**config.mk**
```make
export PLATFORM = sky130hd
export DESIGN_NAME = accel_host_driver_flat
export DESIGN_NICKNAME = d
export VERILOG_FILES = /design/src/rtl/accel_isa_pkg.sv /design/src/rtl/accel_host_driver_if.sv /design/src/rtl/accel_host_driver_instr_pack.sv /design/src/rtl/accel_host_driver.sv /design/src/flat_wrapper.sv
export SDC_FILE = /design/constraint.sdc
export NUM_CORES = 1
export LEC_CHECK = 0
export BUFFER_PORTS_ARGS = -buffer_cell sky130_fd_sc_hd__clkbuf_2
export CAP_MARGIN = 20
export CORE_MARGIN = 2
export CORE_UTILIZATION = 35
export DETAILED_ROUTE_END_ITERATION = 12
export PLACE_DENSITY_LB_ADDON = 0.2
export RECOVER_POWER = 50
export SYNTH_ARGS = -nofsm -noshare
export SYNTH_HDL_FRONTEND = slang
export SYNTH_SLANG_ARGS = --single-unit
```
**constraint.sdc**
```tcl
create_clock -name clk -period 3.7 [get_ports clk]
set_clock_uncertainty 0.2 [all_clocks]
set_input_delay 0.185 -clock clk [delete_from_list [all_inputs] [get_ports clk]]
set_output_delay 0.185 -clock clk [all_outputs]
set_load 0.02 [all_outputs]
```
**src/rtl/accel_isa_pkg.sv**
```systemverilog
// Shared accelerator ISA definitions: opcodes, instruction field layout,
// widths, and the host-driver state/descriptor types.
package accel_isa_pkg;

    localparam int ADDR_W  = 15;
    localparam int DATA_W  = 32;
    localparam int IDX_W   = 4;
    localparam int INSTR_W = 64;
    localparam int LEN_W   = 8;
    localparam int CNT_W   = 5;

    localparam int OP_LSB   = 60;
    localparam int ADDR_LSB = 45;
    localparam int PAD_W    = ADDR_LSB - DATA_W;

    localparam logic [CNT_W-1:0] MAX_OUT = CNT_W'(16);

    typedef enum logic [3:0] {
        OP_NOP       = 4'd0,
        OP_LOAD_INP  = 4'd1,
        OP_LOAD_WT   = 4'd2,
        OP_COMPUTE   = 4'd3,
        OP_READ_OUT  = 4'd4,
        OP_ACC_RESET = 4'd5
    } opcode_t;

    typedef enum logic [3:0] {
        S_IDLE,
        S_ACC_RST,
        S_LOAD_INP,
        S_LOAD_WT,
        S_COMPUTE,
        S_COMP_WAIT,
        S_READ_ISSUE,
        S_READ_WAIT,
        S_RES_HOLD
    } state_t;

    typedef struct packed {
        logic [ADDR_W-1:0] inp_base;
        logic [ADDR_W-1:0] wt_base;
        logic [LEN_W-1:0]  len;
        logic [CNT_W-1:0]  out_cnt;
    } job_t;

    // The output buffer has 16 entries; larger requests read all of it.
    function automatic logic [CNT_W-1:0] clip_out_cnt(input logic [CNT_W-1:0] n);
        return (n > MAX_OUT) ? MAX_OUT : n;
    endfunction

endpackage

```
**src/rtl/accel_host_driver_if.sv**
```systemverilog
// Host/accelerator bundle for the host driver: job descriptor, operand
// stream, result stream and the accelerator instruction/result ports.
interface accel_host_driver_if;
    import accel_isa_pkg::*;

    logic                job_valid;
    logic                job_ready;
    logic [ADDR_W-1:0]   job_inp_base;
    logic [ADDR_W-1:0]   job_wt_base;
    logic [LEN_W-1:0]    job_len;
    logic [CNT_W-1:0]    job_out_cnt;

    logic                din_valid;
    logic                din_ready;
    logic [DATA_W-1:0]   din_data;

    logic [INSTR_W-1:0]  acc_instr;
    logic [INSTR_W-1:0]  acc_result;

    logic                res_valid;
    logic                res_ready;
    logic [INSTR_W-1:0]  res_data;

    logic                busy;

    modport slave (
        input  job_valid, job_inp_base, job_wt_base, job_len, job_out_cnt,
        output job_ready,
        input  din_valid, din_data,
        output din_ready,
        output acc_instr,
        input  acc_result,
        output res_valid, res_data,
        input  res_ready,
        output busy
    );

    modport master (
        output job_valid, job_inp_base, job_wt_base, job_len, job_out_cnt,
        input  job_ready,
        output din_valid, din_data,
        input  din_ready,
        input  acc_instr,
        output acc_result,
        input  res_valid, res_data,
        output res_ready,
        input  busy
    );

endinterface

```
**src/rtl/accel_host_driver_instr_pack.sv**
```systemverilog
// Packs opcode/address/data into the 64-bit accelerator instruction word.
module accel_host_driver_instr_pack
    import accel_isa_pkg::*;
(
    input  opcode_t              op_i,
    input  logic [ADDR_W-1:0]    addr_i,
    input  logic [DATA_W-1:0]    data_i,
    output logic [INSTR_W-1:0]   word_o
);

    assign word_o = {op_i, addr_i, {PAD_W{1'b0}}, data_i};

endmodule

```
**src/rtl/accel_host_driver.sv**
```systemverilog
// Host-side sequencer: takes one job, streams operands into the accelerator,
// runs COMPUTE, then reads the output buffer back one word at a time.
module accel_host_driver
    import accel_isa_pkg::*;
#(
    parameter int ARR_SIZE     = 4,
    parameter int COMPUTE_WAIT = 3 * ARR_SIZE,
    parameter int RD_LAT       = 2
) (
    input  logic                 clk,
    input  logic                 rst_n,
    accel_host_driver_if.slave   bus
);

    localparam logic [15:0] CW_LAST = 16'(COMPUTE_WAIT - 1);
    localparam logic [15:0] RD_LAST = 16'(RD_LAT);

    state_t              state_q, state_d;
    job_t                job_q, job_d;
    logic [LEN_W-1:0]    idx_q, idx_d;
    logic [CNT_W-1:0]    rd_k_q, rd_k_d;
    logic [15:0]         wait_q, wait_d;
    logic [INSTR_W-1:0]  acc_instr_q, acc_instr_d;
    logic                res_valid_q, res_valid_d;
    logic [INSTR_W-1:0]  res_data_q, res_data_d;

    logic                issue;
    opcode_t             op_s;
    logic [ADDR_W-1:0]   addr_s;
    logic [DATA_W-1:0]   data_s;
    logic [INSTR_W-1:0]  word_s;

    logic in_load, din_hs, load_last, wait_done, read_done, last_read;

    assign in_load   = (state_q == S_LOAD_INP) || (state_q == S_LOAD_WT);
    assign din_hs    = in_load && bus.din_valid;
    assign load_last = (idx_q == job_q.len - LEN_W'(1));
    assign wait_done = (wait_q == CW_LAST);
    // Result lands RD_LAT cycles after READ_OUT is visible; sample in that cycle.
    assign read_done = (wait_q == RD_LAST);
    assign last_read = (rd_k_q == job_q.out_cnt - CNT_W'(1));

    accel_host_driver_instr_pack u_pack (
        .op_i   (op_s),
        .addr_i (addr_s),
        .data_i (data_s),
        .word_o (word_s)
    );

    always_ff @(posedge clk or negedge rst_n) begin
        if (!rst_n) state_q <= S_IDLE;
        else        state_q <= state_d;
    end

    always_comb begin
        state_d = state_q;
        case (state_q)
            S_IDLE:       if (bus.job_valid) state_d = S_ACC_RST;
            S_ACC_RST:    state_d = (job_q.len == '0) ? S_COMPUTE : S_LOAD_INP;
            S_LOAD_INP:   if (din_hs && load_last) state_d = S_LOAD_WT;
            S_LOAD_WT:    if (din_hs && load_last) state_d = S_COMPUTE;
            S_COMPUTE:    state_d = S_COMP_WAIT;
            S_COMP_WAIT:  if (wait_done)
                              state_d = (job_q.out_cnt == '0) ? S_IDLE : S_READ_ISSUE;
            S_READ_ISSUE: state_d = S_READ_WAIT;
            S_READ_WAIT:  if (read_done) state_d = S_RES_HOLD;
            S_RES_HOLD:   if (bus.res_ready)
                              state_d = last_read ? S_IDLE : S_READ_ISSUE;
            default:      state_d = S_IDLE;
        endcase
    end

    always_comb begin
        job_d       = job_q;
        idx_d       = idx_q;
        rd_k_d      = rd_k_q;
        wait_d      = wait_q;
        res_valid_d = res_valid_q;
        res_data_d  = res_data_q;
        issue       = 1'b0;
        op_s        = OP_NOP;
        addr_s      = '0;
        data_s      = '0;
        case (state_q)
            S_IDLE: begin
                if (bus.job_valid) begin
                    job_d.inp_base = bus.job_inp_base;
                    job_d.wt_base  = bus.job_wt_base;
                    job_d.len      = bus.job_len;
                    job_d.out_cnt  = clip_out_cnt(bus.job_out_cnt);
                    idx_d          = '0;
                    rd_k_d         = '0;
                    wait_d         = '0;
                end
            end
            S_ACC_RST: begin
                issue = 1'b1;
                op_s  = OP_ACC_RESET;
            end
            S_LOAD_INP, S_LOAD_WT: begin
                if (din_hs) begin
                    issue  = 1'b1;
                    op_s   = (state_q == S_LOAD_INP) ? OP_LOAD_INP : OP_LOAD_WT;
                    addr_s = ((state_q == S_LOAD_INP) ? job_q.inp_base : job_q.wt_base)
                             + ADDR_W'(idx_q);
                    data_s = bus.din_data;
                    idx_d  = load_last ? '0 : idx_q + LEN_W'(1);
                end
            end
            S_COMPUTE: begin
                issue  = 1'b1;
                op_s   = OP_COMPUTE;
                wait_d = '0;
            end
            S_COMP_WAIT: wait_d = wait_done ? '0 : wait_q + 16'd1;
            S_READ_ISSUE: begin
                issue  = 1'b1;
                op_s   = OP_READ_OUT;
                addr_s = ADDR_W'(rd_k_q[IDX_W-1:0]);
                wait_d = '0;
            end
            S_READ_WAIT: begin
                if (read_done) begin
                    res_data_d  = bus.acc_result;
                    res_valid_d = 1'b1;
                    wait_d      = '0;
                end else begin
                    wait_d = wait_q + 16'd1;
                end
            end
            S_RES_HOLD: begin
                if (bus.res_ready) begin
                    res_valid_d = 1'b0;
                    rd_k_d      = rd_k_q + CNT_W'(1);
                end
            end
            default: ;
        endcase
    end

    assign acc_instr_d = issue ? word_s : '0;

    always_ff @(posedge clk or negedge rst_n) begin
        if (!rst_n) begin
            job_q       <= '0;
            idx_q       <= '0;
            rd_k_q      <= '0;
            wait_q      <= '0;
            acc_instr_q <= '0;
            res_valid_q <= 1'b0;
            res_data_q  <= '0;
        end else begin
            job_q       <= job_d;
            idx_q       <= idx_d;
            rd_k_q      <= rd_k_d;
            wait_q      <= wait_d;
            acc_instr_q <= acc_instr_d;
            res_valid_q <= res_valid_d;
            res_data_q  <= res_data_d;
        end
    end

    assign bus.job_ready = (state_q == S_IDLE);
    assign bus.busy      = (state_q != S_IDLE);
    assign bus.din_ready = in_load;
    assign bus.acc_instr = acc_instr_q;
    assign bus.res_valid = res_valid_q;
    assign bus.res_data  = res_data_q;

endmodule

```
**src/flat_wrapper.sv**
```systemverilog
// flat-port wrapper written by rule: the top's interface ports become plain ports
module accel_host_driver_flat import accel_isa_pkg::*;
#(
    parameter int ARR_SIZE     = 4,
    parameter int COMPUTE_WAIT = 3 * ARR_SIZE,
    parameter int RD_LAT       = 2
)
  (clk, rst_n, bus_job_valid, bus_job_inp_base, bus_job_wt_base, bus_job_len, bus_job_out_cnt, bus_job_ready, bus_din_valid, bus_din_data, bus_din_ready, bus_acc_instr, bus_acc_result, bus_res_valid, bus_res_data, bus_res_ready, bus_busy);
  accel_host_driver_if bus_i ();
  input  logic clk;
  input  logic rst_n;
  input wire logic [$bits(bus_i.job_valid)-1:0] bus_job_valid;
  input wire logic [$bits(bus_i.job_inp_base)-1:0] bus_job_inp_base;
  input wire logic [$bits(bus_i.job_wt_base)-1:0] bus_job_wt_base;
  input wire logic [$bits(bus_i.job_len)-1:0] bus_job_len;
  input wire logic [$bits(bus_i.job_out_cnt)-1:0] bus_job_out_cnt;
  output wire logic [$bits(bus_i.job_ready)-1:0] bus_job_ready;
  input wire logic [$bits(bus_i.din_valid)-1:0] bus_din_valid;
  input wire logic [$bits(bus_i.din_data)-1:0] bus_din_data;
  output wire logic [$bits(bus_i.din_ready)-1:0] bus_din_ready;
  output wire logic [$bits(bus_i.acc_instr)-1:0] bus_acc_instr;
  input wire logic [$bits(bus_i.acc_result)-1:0] bus_acc_result;
  output wire logic [$bits(bus_i.res_valid)-1:0] bus_res_valid;
  output wire logic [$bits(bus_i.res_data)-1:0] bus_res_data;
  input wire logic [$bits(bus_i.res_ready)-1:0] bus_res_ready;
  output wire logic [$bits(bus_i.busy)-1:0] bus_busy;
  assign bus_i.job_valid = bus_job_valid;
  assign bus_i.job_inp_base = bus_job_inp_base;
  assign bus_i.job_wt_base = bus_job_wt_base;
  assign bus_i.job_len = bus_job_len;
  assign bus_i.job_out_cnt = bus_job_out_cnt;
  assign bus_job_ready = bus_i.job_ready;
  assign bus_i.din_valid = bus_din_valid;
  assign bus_i.din_data = bus_din_data;
  assign bus_din_ready = bus_i.din_ready;
  assign bus_acc_instr = bus_i.acc_instr;
  assign bus_i.acc_result = bus_acc_result;
  assign bus_res_valid = bus_i.res_valid;
  assign bus_res_data = bus_i.res_data;
  assign bus_i.res_ready = bus_res_ready;
  assign bus_busy = bus_i.busy;
  accel_host_driver #(.ARR_SIZE(ARR_SIZE), .COMPUTE_WAIT(COMPUTE_WAIT), .RD_LAT(RD_LAT)) u_core (.clk(clk), .rst_n(rst_n), .bus(bus_i));
endmodule
```
# After elaboration in Yosys (flattened, before gate mapping)
# Cells that the tools add are included.
# op_classes
addsub	6
magnitude_cmp	1
eq_ne	19
muxes	36
n_reduce_logical	21
# ops
op	n
$mux 32	2
$mux 64	1
$pmux 16 s4	1
$mux 16	3
$pmux 4 s9	1
$mux 15	2
$pmux 15 s2	1
$mux 4	7
$mux 8	3
$add 16x1->16 const B	1
$eq 16x2->1 const B	1
$eq 16x4->1 const B	1
$eq 4x3->1 const B	4
$pmux 4 s4	1
$pmux 8 s2	1
$add 15x8->15	1
$mux 5	3
$pmux 5 s2	1
$mux 3	3
$reduce_and 3->1	3
$add 8x1->8 const B	1
$eq 4x2->1 const B	2
$eq 8x8->1	1
$logic_not 8->1	1
other kinds (22)	37
# word_totals
regBits	205
elab_cells	94

# Longest topological paths before layout
# Gate-level depths: netlist of the first run.
# depth
ltp_word	6
depth_mapped	14

# Modules after synthesis
# Synthesis of the first run repeated with hierarchy kept, for this count alone.
# hier_totals
hier_cells	934
hier_area_um2	9775.6
# modules_own_cells
module	instances	cells_per_inst	area_each_um2
accel_host_driver	1	869	9291.4
accel_host_driver_instr_pack	1	65	484.2

# Least setup slack after synthesis of the first run
# OpenSTA, ideal clock, no wires.
# synth_timing
path_kind	flip-flop to flip-flop
start	register u_core.state_q[3]
end	register u_core.acc_instr_q[57], in the netlist u_core.bus.acc_instr[57]
setup_ns	0.132
t_arrival_ns	2.923
path_slack_ns	0.446
stages_incl_launch_ff	15
path_buffers	3
period_less_slack_ns	3.254
path_cell_list	dfrtp_1 -> buf_2 -> nor4b_2 -> buf_4 -> buf_4 -> mux2_2 -> ha_1 -> inv_1 -> fa_1 -> nand3b_1 -> a21oi_1 -> o211ai_1 -> nor3_1 -> xor2_1 -> nor2_1
# synth_between
elab_chain_cells	6
# synth_lines
item	line_no	source
start: declaration	accel_host_driver.sv:18	state_t state_q, state_d;
start signal: assignment	accel_host_driver.sv:52	else state_q <= state_d;
$eq 4x2->1 (on tied branches)	accel_host_driver.sv:35, accel_host_driver.sv:84, accel_host_driver.sv:104	
$mux 15 / $logic_or 1x1->1 (equally long branches)	accel_host_driver.sv:104, accel_host_driver.sv:35	
$add 15x8->15 / $logic_and 1x1->1 (equally long branches)	accel_host_driver.sv:105, accel_host_driver.sv:36	
$mux 15 / $mux 1 (equally long branches)	accel_host_driver.sv:101	if (din_hs) begin
$pmux 15 s2 / $pmux 1 s2 (equally long branches)	accel_host_driver.sv:84	case (state_q)
$mux 64 *	accel_host_driver.sv:141	assign acc_instr_d = issue ? word_s : '0;
via u_core.acc_instr_d[57]	accel_host_driver.sv:23	logic [INSTR_W-1:0] acc_instr_q, acc_instr_d;
end signal: assignment	accel_host_driver.sv:157	acc_instr_q <= acc_instr_d;
end: declaration	accel_host_driver.sv:23	
# Mark *: on every way through the listed nets, which the timed path passes. The rest lies on a longest branch.
# A chain may end at the register's enable or synchronous reset.

# Final worst setup path of the first run
# Ends and elaborated chain as after synthesis.

==> run summary, run 1 <==
Syn Area/Cell: 10.9 um2
category of the worst setup path launch point: flip-flop
initial antenna violation count: 0
clock insertion delay at the later pin of the skew report: 0.43 ns
Final Hold Fails: 0
clk buf depth: 2
commonest non-fill, non-tap cell in the layout: dfrtp_1
postcts setup bufs: 0
number of synthesized flops with an enable pin: 0
CP required: 3.80 ns
async set-or-reset flop fraction in the synthesized netlist: 1.00
Via density: 4.55
worst hold path depth: 5
Hold Crit Endpoint: u_core.state_q[2]
footprint of the multi-input gates: 0.00371 mm2
DRC errors left: 0
Max-Cap Viols: 1
global route overflow: 0
post-synthesis sequential area ratio: 0.543
Arrival @ worst endpoint: 3.54 ns
Worst setup EP type: flip-flop
largest net degree at the start of global routing: 108
Inserted Diodes: 0
layout cells sized above 1: 0.232
Slew headroom: -0.845
cell area after layout: 0.0123 mm2
dpl cells: 1,372
met2 Use GR: 0.306
die height: 163 um
fin crit period: 3.43 ns
Synth cell types: 68
IO Pins: 276
dpl hpwl: 15,100 um
worst-margin pin slew: 2.77 ns
PortBufs: 261
Post-synth top flop: dfrtp_1
Iteration-0 DRC Markers: 425
Antenna Nets Post-Route: 0
vias in the first global route: 7,007
Reg area: 0.00478 mm2
post-CTS resize count: 0
H-tree level count: 4
status: finished, violations left
met1 Resource Use GR: 0.216
most frequent cells in the layout: dfrtp_1 (191), nand2_1 (158), clkbuf_2 (146)
R2R depth: 11
Root Buffer: clkbuf_16
r2r setup slk: 0.27 ns
Setup TNS Final: 0 ns
worst hold path type: input port to flip-flop
Initial Utilization: 0.353
worst-path maximum fanout: 19
Die ar.: 0.0264 mm2
Routed WL per cell: 15.0 um
min-delay src: bus_job_valid
final setup vio count: 0
part of the cycle the worst path needs: 0.928
CTS Buf Count: 17
synth-to-layout area growth: 39.3%
Slew Limit Fails: 107
FMAX: 291 MHz
R2R Path End: u_core.bus.acc_instr[57]
Total Wirelength: 23,200 um
Power, Total: 7.29 mW
total track usage: 0.172
TritonCTS clock tree: yes
Cell Pwr Density: 595 mW/mm2
Hold Buf Count CTS: 144
RSZ-0062 raised after global routing: no
Ys Warns: 0
first-pass GRT wire length: 36,300 um
Mapped Cells: 810
Routability Congestion: 0.819
post-route insts no fill: 1,548
Final Net Count: 1,368
Syn Std Cell Area: 0.00880 mm2
core box area: 0.0249 mm2
CP Class: flip-flop to flip-flop
CTS sink count: 191
FF+latch count, synth: 191
row count: 58
violated checks: capacitance limit, slew limit
fin util: 0.492
Leakage: 5.91 nW
Die W: 163 um
Placed Area: 0.0104 mm2
Crit Reg-Reg Startpoint: u_core.state_q[3]
maximum vdd ir drop: 277 uV
layer with the highest usage: met2
DR pass1 iterations: 4
GR Layer Usage met3: 0.0357
Vias: 7,046
Clock Pin Slew Worst Setup and Hold Paths: 0.08 ns
filler instances: 2,267
==> worst max-delay path by stage <==
stage | start | end
floorplan | u_core.state_q[3] | u_core.bus.acc_instr[57]
global placement | u_core.state_q[3] | u_core.bus.acc_instr[56]
detailed placement | u_core.state_q[3] | u_core.bus.acc_instr[56]
CTS | u_core.state_q[3] | u_core.bus.acc_instr[56]
global route | u_core.state_q[3] | u_core.bus.acc_instr[59]
finish | u_core.state_q[3] | u_core.bus.acc_instr[57]
==> state kept, by name (all words and copies together), names as in the netlist <==
| register | cells |
|---|---|
| u_core.bus.res_valid | 1 |
| u_core.rd_k_q | 5 |
| u_core.wait_q | 16 |
| u_core.idx_q | 8 |
| u_core.state_q | 4 |
| u_core.bus.acc_instr | 50 |
| u_core.job_q | 43 |
| u_core.bus.res_data | 64 |
==> cell type report <==
type                       count  share of cell area
clock buffer                  18              0.0358
inverter                      17             0.00521
clock inverter                14              0.0130
tap                          330              0.0337
timing repair buffer         414               0.219
sequential                   191               0.390
multi-input combinational    564               0.303
==> layer usage <==
layer | up-vias | part of all wire
met1 | 3339 | 0.45
met3 | 14 | 0.053
met2 | 190 | 0.49
li1 | 3503 | -
met4 | 0 | 0.0081
met5 | - | 0
==> worst max-delay path, cell delays in order, from the launching register on <==
cell      delay [ns]
dfrtp_1         0.51
nor4b_4         0.37
buf_4           0.33
mux2_2          0.23
inv_1           0.05
fa_1            0.42
nand3b_1        0.20
a21oi_1         0.29
o211ai_1        0.22
nor3_1          0.26
xor2_1          0.16
nor2_1          0.06
==> per-stage QoR <==
step,hold WS [ns],setup slack [ns]
final,0.187,0.265
after floorplan,-0.311,0.446
after global placement,0.170,0.331
after global routing,0.199,0.00853
after CTS,0.164,0.252
after detailed placement,0.167,0.285
==> power breakdown <==
| group | switching, mW | internal [mW] | total, mW |
|---|---|---|---|
| Sequential | 0.369 | 2.54 | 2.91 |
| Clock | 0.924 | 0.929 | 1.85 |
| Combinational | 1.43 | 1.11 | 2.53 |
| Total | 2.72 | 4.57 | 7.29 |
==> cells in the mapped netlist (all sizes together), types with 6 or more instances <==
master	n	area (um2)
a21o	6	45.0
a21oi	12	60.1
and2	36	228
and3	6	37.5
buf	37	254
clkbuf	14	52.6
dfrtp	191	4780
ha	18	225
inv	17	63.8
mux2	74	833
mux2i	7	70.1
nand2	158	593
nand2b	9	56.3
nand3	13	65.1
nand3b	6	45.0
nand4	9	77.6
nor2	42	160
nor3	21	121
nor4	6	43.8
o21ai	33	165
o31ai	7	57.6
xnor2	21	184
xor2	15	131
==> kinds of logic (layout without fill, tap and decap cells) <==
logic type | after synthesis | count (layout) | share of synthesized area
compound gates | 90 | 90 | 0.0690
flops | 191 | 191 | 0.543
other cells | 1 | 14 | 0.000426
simple gates | 324 | 324 | 0.179
fa+ha+maj | 19 | 19 | 0.0279
mux | 81 | 81 | 0.103
buf+inv | 68 | 463 | 0.0421
xor+xnor | 36 | 36 | 0.0358
Power figures use the tool's default switching activity.
==> run 2: changes to the inputs <==
CORE_ASPECT_RATIO = 1.75   (was not set)
==> run 2 against run 1 <==
Against the previous run:
- the run still ends with capacitance limit, slew limit left
- wire length rose by 2.0%
- sequential share of layout area is essentially flat
- first-iteration DRC count is 45% lower
- combinational power barely moved
- register-to-register slack gained 0.15 ns
- clock power is essentially flat
- via count up 2.2%
- core utilization up 0.46 points
- final cell count down 0.97%
- maximum frequency rose by 4.4%
- largest power group unchanged
==> run summary, run 2 (synthesis results as in run 1) <==
CTS Buf Count: 17
global route overflow: 0
worst-path maximum fanout: 9
CP required: 3.86 ns
Antenna Nets Post-Route: 0
Setup TNS Final: 0 ns
Max-Cap Viols: 1
Comb pwr share: 0.349
Routability Congestion: 0.815
part of the cycle the worst path needs: 0.889
die height: 214 um
Placed Area: 0.0104 mm2
Iteration-0 DRC Markers: 235
sequential share of power: 0.401
filler instances: 2,277
Vias: 7,204
Slew headroom: -0.316
fin util: 0.497
dpl hpwl: 16,400 um
synth-to-layout area growth: 39.2%
worst hold slack: 0.0891 ns
Sw Share: 0.359
total track usage: 0.182
Root Buffer: clkbuf_16
vias in the first global route: 7,317
H-tree level count: 4
most frequent cells in the layout: dfrtp_1 (191), nand2_1 (158), clkbuf_2 (147)
Worst setup EP type: flip-flop
clock network fraction of total power: 0.250
Die W: 124 um
Final Net Count: 1,373
status: finished, violations left
final setup vio count: 0
core box area: 0.0246 mm2
CTS sink count: 191
Slew Limit Fails: 78
largest net degree at the start of global routing: 91
Total Wirelength: 23,600 um
commonest non-fill, non-tap cell in the layout: dfrtp_1
DR pass1 iterations: 4
violated checks: capacitance limit, slew limit
RSZ-0062 raised after global routing: no
row count: 76
Net Sw Power: 2.62 mW
fin crit period: 3.29 ns
first-pass GRT wire length: 36,900 um
category of the worst setup path launch point: flip-flop
PortBufs: 261
Routed WL per cell: 15.4 um
clk buf depth: 2
maximum vdd ir drop: 404 uV
cell-internal power: 4.68 mW
FMAX: 304 MHz
Die ar.: 0.0265 mm2
IO Pins: 276
Final Hold Fails: 0
DRC errors left: 0
Clock Pin Slew Worst Setup and Hold Paths: 0.07 ns
CP Class: flip-flop to flip-flop
Cell Pwr Density: 596 mW/mm2
TritonCTS clock tree: yes
Initial Utilization: 0.357
Power, Total: 7.30 mW
layout cells sized above 1: 0.231
Via density: 4.70
Largest register FFs: 64
worst-margin pin slew: 1.97 ns
cell area after layout: 0.0122 mm2
worst hold path type: input port to flip-flop
Inserted Diodes: 0
initial antenna violation count: 0
Leakage: 5.91 nW
Arrival @ worst endpoint: 3.45 ns
clock insertion delay at the later pin of the skew report: 0.45 ns
==> run 2: cell count changes in the layout (fill, tap and decap cells not counted), sizes merged <==
cell / change
clkinv: -3
bufinv: +2
dlygate4sd3: +1
inv: -3
buf: +4
clkbuf: +2
==> run 2: layer usage <==
metal  GRT usage  vias up  part of all wire
li1            -     3510                 -
met5           0        -                 0
met2       0.330      198              0.54
met4      0.0929        0             0.035
met3      0.0282       37             0.045
met1       0.202     3459              0.38
==> run 2: critical path, stage by stage, from the launching register on <==
cell	delay, ns
dfrtp_1	0.50
nor4b_4	0.28
buf_4	0.19
buf_4	0.11
mux2_2	0.34
ha_1	0.27
a21o_1	0.11
a21oi_1	0.11
o31ai_1	0.46
a21oi_1	0.20
o31a_1	0.30
nor3_1	0.13
==> run 2: power by group through the flow <==
stage | registers [mW] | clock network, mW | logic [mW]
final | 2.92 | 1.82 | 2.55
after global routing | 2.99 | 1.97 | 2.87
after CTS | 2.93 | 1.89 | 2.60
after detailed placement | 2.96 | 0 | 2.46
after global placement | 2.97 | 0 | 2.43
after floorplan | 3.06 | 0 | 1.62
==> run 2: path summary, 6_finish.rpt <==
kind / depth (start not counted) / end / startpoint / slack (ns)
min in group asynchronous: 2 / u_core.job_q[32] / rst_n / 0.61
min: 5 / u_core.state_q[2] / bus_job_valid / 0.09
max: 11 / u_core.bus.acc_instr[56] / u_core.state_q[3] / 0.41
min reg2reg: 2 / u_core.job_q[27] / u_core.job_q[27] / 0.27
max reg2reg: 11 / u_core.bus.acc_instr[56] / u_core.state_q[3] / 0.41
max in group asynchronous: 3 / u_core.bus.res_data[43] / rst_n / 1.16
==> run 2: layout make-up <==
| cell class | count | area [um2] | area share |
|---|---|---|---|
| timing repair buffer | 419 | 2730 | 0.223 |
| clock buffer | 20 | 437 | 0.0357 |
| tap | 312 | 390 | 0.0319 |
| clock inverter | 10 | 128 | 0.0104 |
| inverter | 17 | 63.8 | 0.00521 |
| sequential | 191 | 4780 | 0.390 |
| multi-input combinational | 564 | 3710 | 0.303 |
==> run 2: per-stage QoR <==
stage               std cells  setup slack (ns)
floorplan                 823             0.446
global route             1533             0.170
detailed placement       1355             0.226
finish                   1533             0.411
global placement         1355             0.286
CTS                      1530             0.204
==> run 2: repair_timing <==
| item | CTS | global route |
|---|---|---|
| resized for setup | 0 | 0 |
| setup buffers | 0 | 3 |
| hold buffers | 145 | 0 |
| endpoints found under the setup margin | 0 | 1 |
| hold endpoints to repair | 224 | 0 |
==> run 3: changes to the inputs <==
CORE_MARGIN = not set   (was 2)
==> run 3 against run 2 <==
Against the previous run:
- the run still ends with capacitance limit, slew limit left
- register-to-register slack worse by 0.13 ns
- clock power hardly changed
- clock-buffer cell count is 1 lower
- setup slack worse by 0.13 ns
- sequential share of layout area stayed put
- worst hold slack better by 0.011 ns
- non-clock buffer count is 4 lower
- die area is 2.5% lower
- combinational power hardly changed
- largest cell class unchanged
==> run summary, run 3 (synthesis results as in run 1) <==
Die ar.: 0.0258 mm2
vias in the first global route: 7,303
violated checks: capacitance limit, slew limit
CP required: 3.82 ns
H-tree level count: 4
Slew headroom: -0.285
post-route insts no fill: 1,532
Total Wirelength: 23,400 um
CTS sink count: 191
Initial Utilization: 0.357
most frequent cells in the layout: dfrtp_1 (191), nand2_1 (158), clkbuf_2 (146)
part of the cycle the worst path needs: 0.923
TritonCTS clock tree: yes
Critical Path Max Stage Delay: 0.50 ns
DR pass1 iterations: 4
Worst setup EP type: flip-flop
Leakage: 5.91 nW
dpl cells: 1,355
global route overflow: 0
Clock Pin Slew Worst Setup and Hold Paths: 0.07 ns
final setup vio count: 0
core box area: 0.0246 mm2
fin util: 0.497
row count: 76
Cell Pwr Density: 597 mW/mm2
PortBufs: 261
Placed Area: 0.0104 mm2
Final Net Count: 1,369
Iteration-0 DRC Markers: 269
largest net degree at the start of global routing: 78
die height: 212 um
Max-Cap Viols: 1
Setup TNS Final: 0 ns
Arrival @ worst endpoint: 3.53 ns
CTS Buf Count: 17
Via density: 4.69
Routability Congestion: 0.814
initial antenna violation count: 0
RSZ-0062 raised after global routing: no
Vias: 7,178
Root Buffer: clkbuf_16
status: finished, violations left
Final Hold Fails: 0
clk buf depth: 2
Antenna Nets Post-Route: 0
cell area after layout: 0.0122 mm2
category of the worst setup path launch point: flip-flop
clock insertion delay at the later pin of the skew report: 0.45 ns
Largest register FFs: 64
maximum vdd ir drop: 349 uV
commonest non-fill, non-tap cell in the layout: dfrtp_1
worst-path maximum fanout: 19
dpl hpwl: 16,300 um
Slew Limit Fails: 78
DRC errors left: 0
fin crit period: 3.42 ns
first-pass GRT wire length: 36,500 um
worst-margin pin slew: 1.93 ns
worst hold path type: input port to flip-flop
Die W: 122 um
FMAX: 293 MHz
synth-to-layout area growth: 39.2%
crit-path cells: nor4b_4 -> buf_4 -> mux2_2 -> ha_1 -> a21o_1 -> or3_1 -> o211ai_1 -> nor3_1 -> xor2_1 -> nor2_1
layout cells sized above 1: 0.235
total track usage: 0.184
IO Pins: 276
CP Class: flip-flop to flip-flop
Routed WL per cell: 15.3 um
Worst path slowest cell: dfrtp_1
## run 3: changes by cell type in the layout (fill, tap and decap cells not counted), sizes merged
cell,before,now
dlygate4sd3,145,143
clkinvlp,1,3
bufinv,2,1
buf,11,8
clkinv,2,4
diode,0,1
## run 3: path summary, 6_finish.rpt
path / startpoint / to / slack, ns / cells past startpoint
max reg2reg: u_core.state_q[3] / u_core.bus.acc_instr[57] / 0.28 / 10
max in group asynchronous: rst_n / u_core.bus.res_data[33] / 0.68 / 3
min in group asynchronous: rst_n / u_core.job_q[5] / 0.59 / 2
min reg2reg: u_core.job_q[16] / u_core.job_q[16] / 0.28 / 2
min: bus_job_valid / u_core.state_q[2] / 0.1 / 5
max: u_core.state_q[3] / u_core.bus.acc_instr[57] / 0.28 / 10
## run 3: final cells by class
cell class,count,area (um2)
Fill cell,2337,12400
Tap cell,312,390
Multi-Input combinational cell,564,3720
Timing Repair Buffer,415,2700
Sequential cell,191,4780
Antenna cell,1,2.50
Inverter,17,63.8
Clock buffer,19,453
Clock inverter,13,128
## run 3: critical path: cells and delay by family (launching register included)
kind            cells  cell delay (ns)
fa+ha+maj           1             0.30
flops               1             0.50
compound gates      2             0.54
simple gates        4             0.87
buf+inv             1             0.33
xor+xnor            1             0.14
mux                 1             0.39
## run 3: where the power goes
part / switching [mW] / internal [mW] / leakage (nW) / total (mW)
sequential: 0.375 / 2.54 / 2.52 / 2.91
combinational: 1.44 / 1.12 / 3.12 / 2.56
clock: 0.854 / 0.977 / 0.282 / 1.83
total: 2.67 / 4.63 / 5.91 / 7.31
## run 3: metal layers
| layer | up-vias | GRT usage | share of wire |
|---|---|---|---|
| met1 | 3430 | 0.199 | 0.38 |
| li1 | 3509 | - | - |
| met3 | 36 | 0.0296 | 0.043 |
| met4 | 0 | 0.0915 | 0.029 |
| met5 | - | 0 | 0 |
| met2 | 203 | 0.341 | 0.55 |
## run 3: metrics by stage
step	power (mW)	setup WS [ns]	hold slack (ns)
4_1_cts	7.42	0.123	0.0853
3_3_place_gp	5.38	0.265	0.0607
3_5_place_dp	5.42	0.145	0.0572
5_1_grt	7.81	0.105	0.136
6_report	7.31	0.284	0.0999
2_1_floorplan	4.67	0.446	-0.311
## run 3: repair_timing
| action | CTS | global route |
|---|---|---|
| gates resized for setup | 0 | 2 |
| buffers inserted | 0 | 0 |
| endpoints found under the hold margin | 223 | 0 |
| setup endpoints to repair | 0 | 3 |
| hold buffers | 143 | 0 |
